## src/rtl/ahb_mem_slave_if.sv

```systemverilog
// AHB-Lite signal bundle between one master/BFM and one memory slave.
// hready is the bus-level ready returned to everyone on the bus.
interface ahb_mem_slave_if #(
  parameter int ADDR_W = 4,
  parameter int DATA_W = 32
);
  logic              hsel;
  logic [ADDR_W-1:0] haddr;
  logic              hwrite;
  logic [1:0]        htrans;
  logic [2:0]        hsize;
  logic [2:0]        hburst;
  logic [3:0]        hprot;
  logic              hmastlock;
  logic [DATA_W-1:0] hwdata;
  logic              hready;
  logic              hreadyout;
  logic              hresp;
  logic [DATA_W-1:0] hrdata;

  modport master (
    output hsel, haddr, hwrite, htrans, hsize, hburst, hprot, hmastlock, hwdata, hready,
    input  hreadyout, hresp, hrdata
  );

  modport slave (
    input  hsel, haddr, hwrite, htrans, hsize, hburst, hprot, hmastlock, hwdata, hready,
    output hreadyout, hresp, hrdata
  );
endinterface

```

## src/rtl/ahb_mem_slave.sv

```systemverilog
// AHB-Lite word-addressed memory slave with programmable wait states and
// the two-cycle ERROR response for bad size or out-of-range address.
//
// state     | meaning
// ----------+-----------------------------------------------------------
// ST_IDLE   | no data phase in progress, ready high
// ST_WAIT   | OKAY data phase stalled, counting down wait cycles
// ST_DATA   | OKAY data phase completing this cycle (write commits here)
// ST_ERR1   | first ERROR cycle, ready low, hresp high
// ST_ERR2   | second ERROR cycle, ready high, hresp high
module ahb_mem_slave #(
  parameter int ADDR_W      = 4,
  parameter int DATA_W      = 32,
  parameter int DEPTH       = 16,
  parameter int WAIT_STATES = 1
) (
  input  logic                  hclk,
  input  logic                  hresetn,
  ahb_mem_slave_if.slave        bus
);

  typedef enum logic [2:0] {
    ST_IDLE,
    ST_WAIT,
    ST_DATA,
    ST_ERR1,
    ST_ERR2
  } state_t;

  localparam logic [2:0] SIZE_OK = 3'($clog2(DATA_W / 8));
  localparam logic [3:0] WS_CNT  = 4'(WAIT_STATES);

  state_t            state_q, state_d;
  logic [3:0]        cnt_q, cnt_d;
  logic [ADDR_W-1:0] addr_q, addr_d;
  logic              write_q, write_d;
  logic [DATA_W-1:0] hrdata_q, hrdata_d;
  logic [DATA_W-1:0] mem_q [DEPTH];

  logic ready_int;
  logic accept;
  logic req_err;
  logic commit;
  logic unused_ok;

  assign ready_int = (state_q != ST_WAIT) && (state_q != ST_ERR1);
  assign accept    = ready_int && bus.hsel && bus.hready && bus.htrans[1];
  assign req_err   = (bus.hsize != SIZE_OK) || (32'(bus.haddr) >= 32'(DEPTH));
  assign commit    = (state_q == ST_DATA) && write_q;

  // Burst type, protection, lock and the SEQ/NONSEQ distinction have no effect.
  assign unused_ok = ^{bus.hburst, bus.hprot, bus.hmastlock, bus.htrans[0]};

  always_comb begin
    state_d  = state_q;
    cnt_d    = cnt_q;
    addr_d   = addr_q;
    write_d  = write_q;
    hrdata_d = '0;
    case (state_q)
      ST_IDLE, ST_DATA, ST_ERR2: begin
        if (accept) begin
          addr_d  = bus.haddr;
          write_d = bus.hwrite;
          if (req_err) begin
            state_d = ST_ERR1;
          end else if (WAIT_STATES > 0) begin
            state_d = ST_WAIT;
            cnt_d   = WS_CNT;
          end else begin
            state_d = ST_DATA;
          end
        end else begin
          state_d = ST_IDLE;
        end
      end
      ST_WAIT: begin
        cnt_d = cnt_q - 4'd1;
        if (cnt_q == 4'd1) state_d = ST_DATA;
      end
      ST_ERR1: state_d = ST_ERR2;
      default: state_d = ST_IDLE;
    endcase
    // A write retiring at this same edge must be visible to the read entering DATA.
    if ((state_d == ST_DATA) && !write_d) begin
      if (commit && (addr_d == addr_q)) hrdata_d = bus.hwdata;
      else                              hrdata_d = mem_q[addr_d];
    end
  end

  always_ff @(posedge hclk or negedge hresetn) begin
    if (!hresetn) begin
      state_q  <= ST_IDLE;
      cnt_q    <= '0;
      addr_q   <= '0;
      write_q  <= 1'b0;
      hrdata_q <= '0;
    end else begin
      state_q  <= state_d;
      cnt_q    <= cnt_d;
      addr_q   <= addr_d;
      write_q  <= write_d;
      hrdata_q <= hrdata_d;
    end
  end

  always_ff @(posedge hclk or negedge hresetn) begin
    if (!hresetn) begin
      for (int i = 0; i < DEPTH; i++) mem_q[i] <= '0;
    end else if (commit) begin
      mem_q[addr_q] <= bus.hwdata;
    end
  end

  assign bus.hreadyout = ready_int;
  assign bus.hresp     = (state_q == ST_ERR1) || (state_q == ST_ERR2);
  assign bus.hrdata    = hrdata_q;

endmodule

```

## src/flat_wrapper.sv

```systemverilog
// flat-port wrapper written by rule: the top's interface ports become plain ports
module ahb_mem_slave_flat 
#(
  parameter int ADDR_W      = 4,
  parameter int DATA_W      = 32,
  parameter int DEPTH       = 16,
  parameter int WAIT_STATES = 1
)
  (hclk, hresetn, bus_hsel, bus_haddr, bus_hwrite, bus_htrans, bus_hsize, bus_hburst, bus_hprot, bus_hmastlock, bus_hwdata, bus_hready, bus_hreadyout, bus_hresp, bus_hrdata);
  ahb_mem_slave_if #(.ADDR_W(ADDR_W), .DATA_W(DATA_W)) bus_i ();
  input  logic hclk;
  input  logic hresetn;
  input wire logic [$bits(bus_i.hsel)-1:0] bus_hsel;
  input wire logic [$bits(bus_i.haddr)-1:0] bus_haddr;
  input wire logic [$bits(bus_i.hwrite)-1:0] bus_hwrite;
  input wire logic [$bits(bus_i.htrans)-1:0] bus_htrans;
  input wire logic [$bits(bus_i.hsize)-1:0] bus_hsize;
  input wire logic [$bits(bus_i.hburst)-1:0] bus_hburst;
  input wire logic [$bits(bus_i.hprot)-1:0] bus_hprot;
  input wire logic [$bits(bus_i.hmastlock)-1:0] bus_hmastlock;
  input wire logic [$bits(bus_i.hwdata)-1:0] bus_hwdata;
  input wire logic [$bits(bus_i.hready)-1:0] bus_hready;
  output wire logic [$bits(bus_i.hreadyout)-1:0] bus_hreadyout;
  output wire logic [$bits(bus_i.hresp)-1:0] bus_hresp;
  output wire logic [$bits(bus_i.hrdata)-1:0] bus_hrdata;
  assign bus_i.hsel = bus_hsel;
  assign bus_i.haddr = bus_haddr;
  assign bus_i.hwrite = bus_hwrite;
  assign bus_i.htrans = bus_htrans;
  assign bus_i.hsize = bus_hsize;
  assign bus_i.hburst = bus_hburst;
  assign bus_i.hprot = bus_hprot;
  assign bus_i.hmastlock = bus_hmastlock;
  assign bus_i.hwdata = bus_hwdata;
  assign bus_i.hready = bus_hready;
  assign bus_hreadyout = bus_i.hreadyout;
  assign bus_hresp = bus_i.hresp;
  assign bus_hrdata = bus_i.hrdata;
  ahb_mem_slave #(.ADDR_W(ADDR_W), .DATA_W(DATA_W), .DEPTH(DEPTH), .WAIT_STATES(WAIT_STATES)) u_core (.hclk(hclk), .hresetn(hresetn), .bus(bus_i));
endmodule
```

## config.mk

```make
export PLATFORM = sky130hd
export DESIGN_NAME = ahb_mem_slave_flat
export DESIGN_NICKNAME = d
export VERILOG_FILES = /design/src/rtl/ahb_mem_slave_if.sv /design/src/rtl/ahb_mem_slave.sv /design/src/flat_wrapper.sv
export SDC_FILE = /design/constraint.sdc
export NUM_CORES = 1
export LEC_CHECK = 0
export BUFFER_PORTS_ARGS = -buffer_cell sky130_fd_sc_hd__buf_2
export CAP_MARGIN = 15
export CORE_MARGIN = 2
export CORE_UTILIZATION = 38
export CTS_CLUSTER_SIZE = 8
export DETAILED_ROUTE_END_ITERATION = 12
export GPL_ROUTABILITY_DRIVEN = 0
export PLACE_DENSITY_LB_ADDON = 0.25
export SLEW_MARGIN = 25
export SYNTH_ARGS = -nofsm -noshare
export SYNTH_HDL_FRONTEND = slang
export SYNTH_SLANG_ARGS = --single-unit
```

## constraint.sdc

```tcl
create_clock -name hclk -period 3.5 [get_ports hclk]
set_clock_uncertainty 0.15 [all_clocks]
set_input_delay 0.875 -clock hclk [delete_from_list [all_inputs] [get_ports hclk]]
set_output_delay 0.875 -clock hclk [all_outputs]
set_load 0.02 [all_outputs]
```

==> results_dict.tcl <==
set metrics [dict create \
    grt_max_degree 80 \
    yosysWarnings 0 \
    synth.avg_cell_area_um2 12.8 \
    initial_core_util 0.382 \
    crit_arrival_ns 3.21 \
    dp_slack_ns 0.174 \
    peakVddDrop_v 0.000414 \
    maxSlewViolCount 0 \
    wl_per_cell_um 24.0 \
    drc 0 \
    maxCapViolations 0 \
    clk_latency_ns 0.61 \
    tightest_slew_ns 0.975 \
    drive_gt1_frac 0.411 \
    place_inst 2822 \
    viasPerCell 5.58 \
    pin_count 88 \
    power.density_cell_area_nw_per_um2 706 \
    final_nets 2095 \
    max-slew-margin-rel 0.349 \
    grt_pass1_wl_mm 106 \
    synth_cell_types 57 \
    crit_required_ns 3.82 \
    fmax_ghz 0.346 \
    post_dp_cell_area_um2 26900 \
    cp_max_fo 37 \
    design.core.area_um2 65500 \
    syn-instance-count 1951 \
    post-cts-setup-buffer-count 0 \
    post-route-period-util 0.826 \
    vias 16279 \
    setup_ws_ns 0.608 \
    routed_wl_mm 70.0 \
    hold-worst-slack_ns 0.124 \
    htree_levels 3 \
    stdcell_count 2916 \
    hp-class "in2async" \
    seq_area_frac_synth 0.556 \
    cts.repair.resized 0 \
    grtUsageTotal 0.211 \
    hold_viol 0 \
    die_x_um 261 \
    setup_violations 0 \
    path_class "reg2reg" \
    p_leak_nw 12.9 \
    firstDrtPassIters 5 \
    die_h_um 261 \
    cts_tree "built" \
    rows 94 \
    io_buffers 78 \
    cts_buffer_depth 3 \
    timing.setup.tns_ns 0 \
    worst_setup_path_start_kind "flip-flop" \
    ys_seq_elements 556 \
    synth_edf_count 0 \
    grt_pass1_vias 16676 \
    mappedNetlistArea_um2 25000 \
    path_clk_slew_ns 0.05 \
    period_needed_ns 2.89 \
    dp_hpwl_mm 41.4 \
    rsz0062_at_grt "no" \
    ant_nets 0 \
    die_area_um2 67900 \
    antenna_found_initial 11 \
    drt_iter0_drc 1229 \
    areaGrowthSynthToFinish_pct 15.9 \
    overflow 0 \
    async_flop_share 1.00 \
    cts_buffers 79 \
    cts_sinks 556 \
    synthesis.nets 2007 \
    end_kind "flip-flop" \
    root_buffer "clkbuf_16" \
    ctsHoldBuffers 0 \
    final_area_um2 29000 \
    synth_flop_cell "dfrtp_1" \
    outcome "complete, no violations" \
]
worst paths after layout:
kind / from / to / slack (ns) / cells past startpoint
max: u_core.addr_q[0] / u_core.bus.hrdata[22] / 0.61 / 8
min: hresetn / u_core.mem_q[487] / 0.12 / 1
max reg2reg: u_core.addr_q[0] / u_core.bus.hrdata[22] / 0.61 / 8
min reg2reg: u_core.mem_q[404] / u_core.mem_q[404] / 0.33 / 1
max in group asynchronous: hresetn / u_core.mem_q[335] / 2.19 / 2
min in group hclk: bus_hwrite / u_core.write_q / 0.32 / 3
area by class of cell:
| class | count | area (um2) |
|---|---|---|
| clock inverters | 6 | 88.8 |
| clock buffers | 82 | 2030 |
| inverters | 8 | 37.5 |
| well taps | 864 | 1080 |
| multi-input cells | 1229 | 10400 |
| repair buffers | 165 | 1430 |
| flip-flops and latches | 556 | 13900 |
| fillers | 5972 | 36500 |
| diodes | 6 | 15.0 |
stage by stage:
| step | util | total power [mW] |
|---|---|---|
| after global routing | 0.443 | 21.5 |
| after CTS | 0.442 | 20.7 |
| final | 0.443 | 20.5 |
| after floorplan | - | 11.7 |
| after detailed placement | 0.410 | 13.8 |
| after global placement | 0.410 | 13.7 |
flip-flops by register name, summed over array words and instances (netlist names):
register,cells
u_core.mem_q,512
u_core.write_q,1
u_core.addr_q,4
u_core.state_q,3
u_core.cnt_q,4
u_core.bus.hrdata,32
routing by layer:
metal | vias to the layer above | routed length, um | global-route usage
li1 | 7128 | - | -
met2 | 449 | 33000 | 0.332
met4 | 2 | 1770 | 0.0671
met3 | 133 | 4390 | 0.0502
met1 | 8567 | 30800 | 0.287
met5 | - | 11 | 0
critical path, cell delays in order, from the launching register on:
cell,delay (ns)
dfrtp_1,0.57
inv_1,0.23
a21o_1,0.20
and2_4,0.18
inv_8,0.19
buf_12,0.28
mux4_2,0.57
a32oi_1,0.22
a21oi_1,0.11
power breakdown:
group,internal [mW],switching [mW]
clock,4.07,2.68
combinational,2.46,3.44
sequential,7.34,0.485
total,13.9,6.61
synthesized netlist by cell type, types with 3 or more instances:
master    number  area (um2)
a21oi_1       63         315
a221oi_1      12         105
a31oi_1       30         188
a32oi_1       31         272
and3_1         3        18.8
buf_1         32         120
buf_2         37         185
buf_4          4        30.0
buf_6         10         113
clkbuf_1      73         274
dfrtp_1      556       13900
inv_1          4        15.0
inv_2          3        11.3
mux2_1         7        78.8
mux2_2       506        5700
mux2i_1       39         390
mux4_2        41         923
nand2_1      318        1190
nand3_1       72         360
nor2_1        11        41.3
nor3_1         7        35.0
nor3_2         9        90.1
nor3b_1        5        37.5
nor4_1        11        68.8
o21ai_0        7        35.0
o22ai_1       19         119
xnor2_1        4        35.0
cells by family (layout without fill, tap and decap cells):
kind of cell | count (synthesis) | count (layout) | synth area share
XOR/XNOR | 4 | 4 | 0.00140
flip-flops | 556 | 556 | 0.556
other | 0 | 6 | 0
buffers and inverters | 166 | 261 | 0.0316
adder cells (fa/ha/maj) | 2 | 2 | 0.00100
multiplexers | 595 | 595 | 0.285
AO/OA/AOI/OAI | 172 | 172 | 0.0451
AND/OR/NAND/NOR | 456 | 456 | 0.0800
cell usage in the layout (no fill, tap or decap), types with 5 or more instances in the layout:
cell,n
mux4_2,41
nand3_1,71
o22ai_1,19
a21oi_1,63
mux2_2,506
mux2_1,7
a221oi_1,12
mux2i_1,39
nand2_1,309
nand2_2,9
diode_2,6
nor4_1,11
nor3b_1,5
nor2_1,7
dfrtp_1,556
a31oi_1,30
nor3_1,6
buf_2,77
clkbuf_16,81
a32oi_1,31
nor3_2,8
buf_12,30
buf_4,57
o21ai_0,7
(Power assumes the default switching activity.)
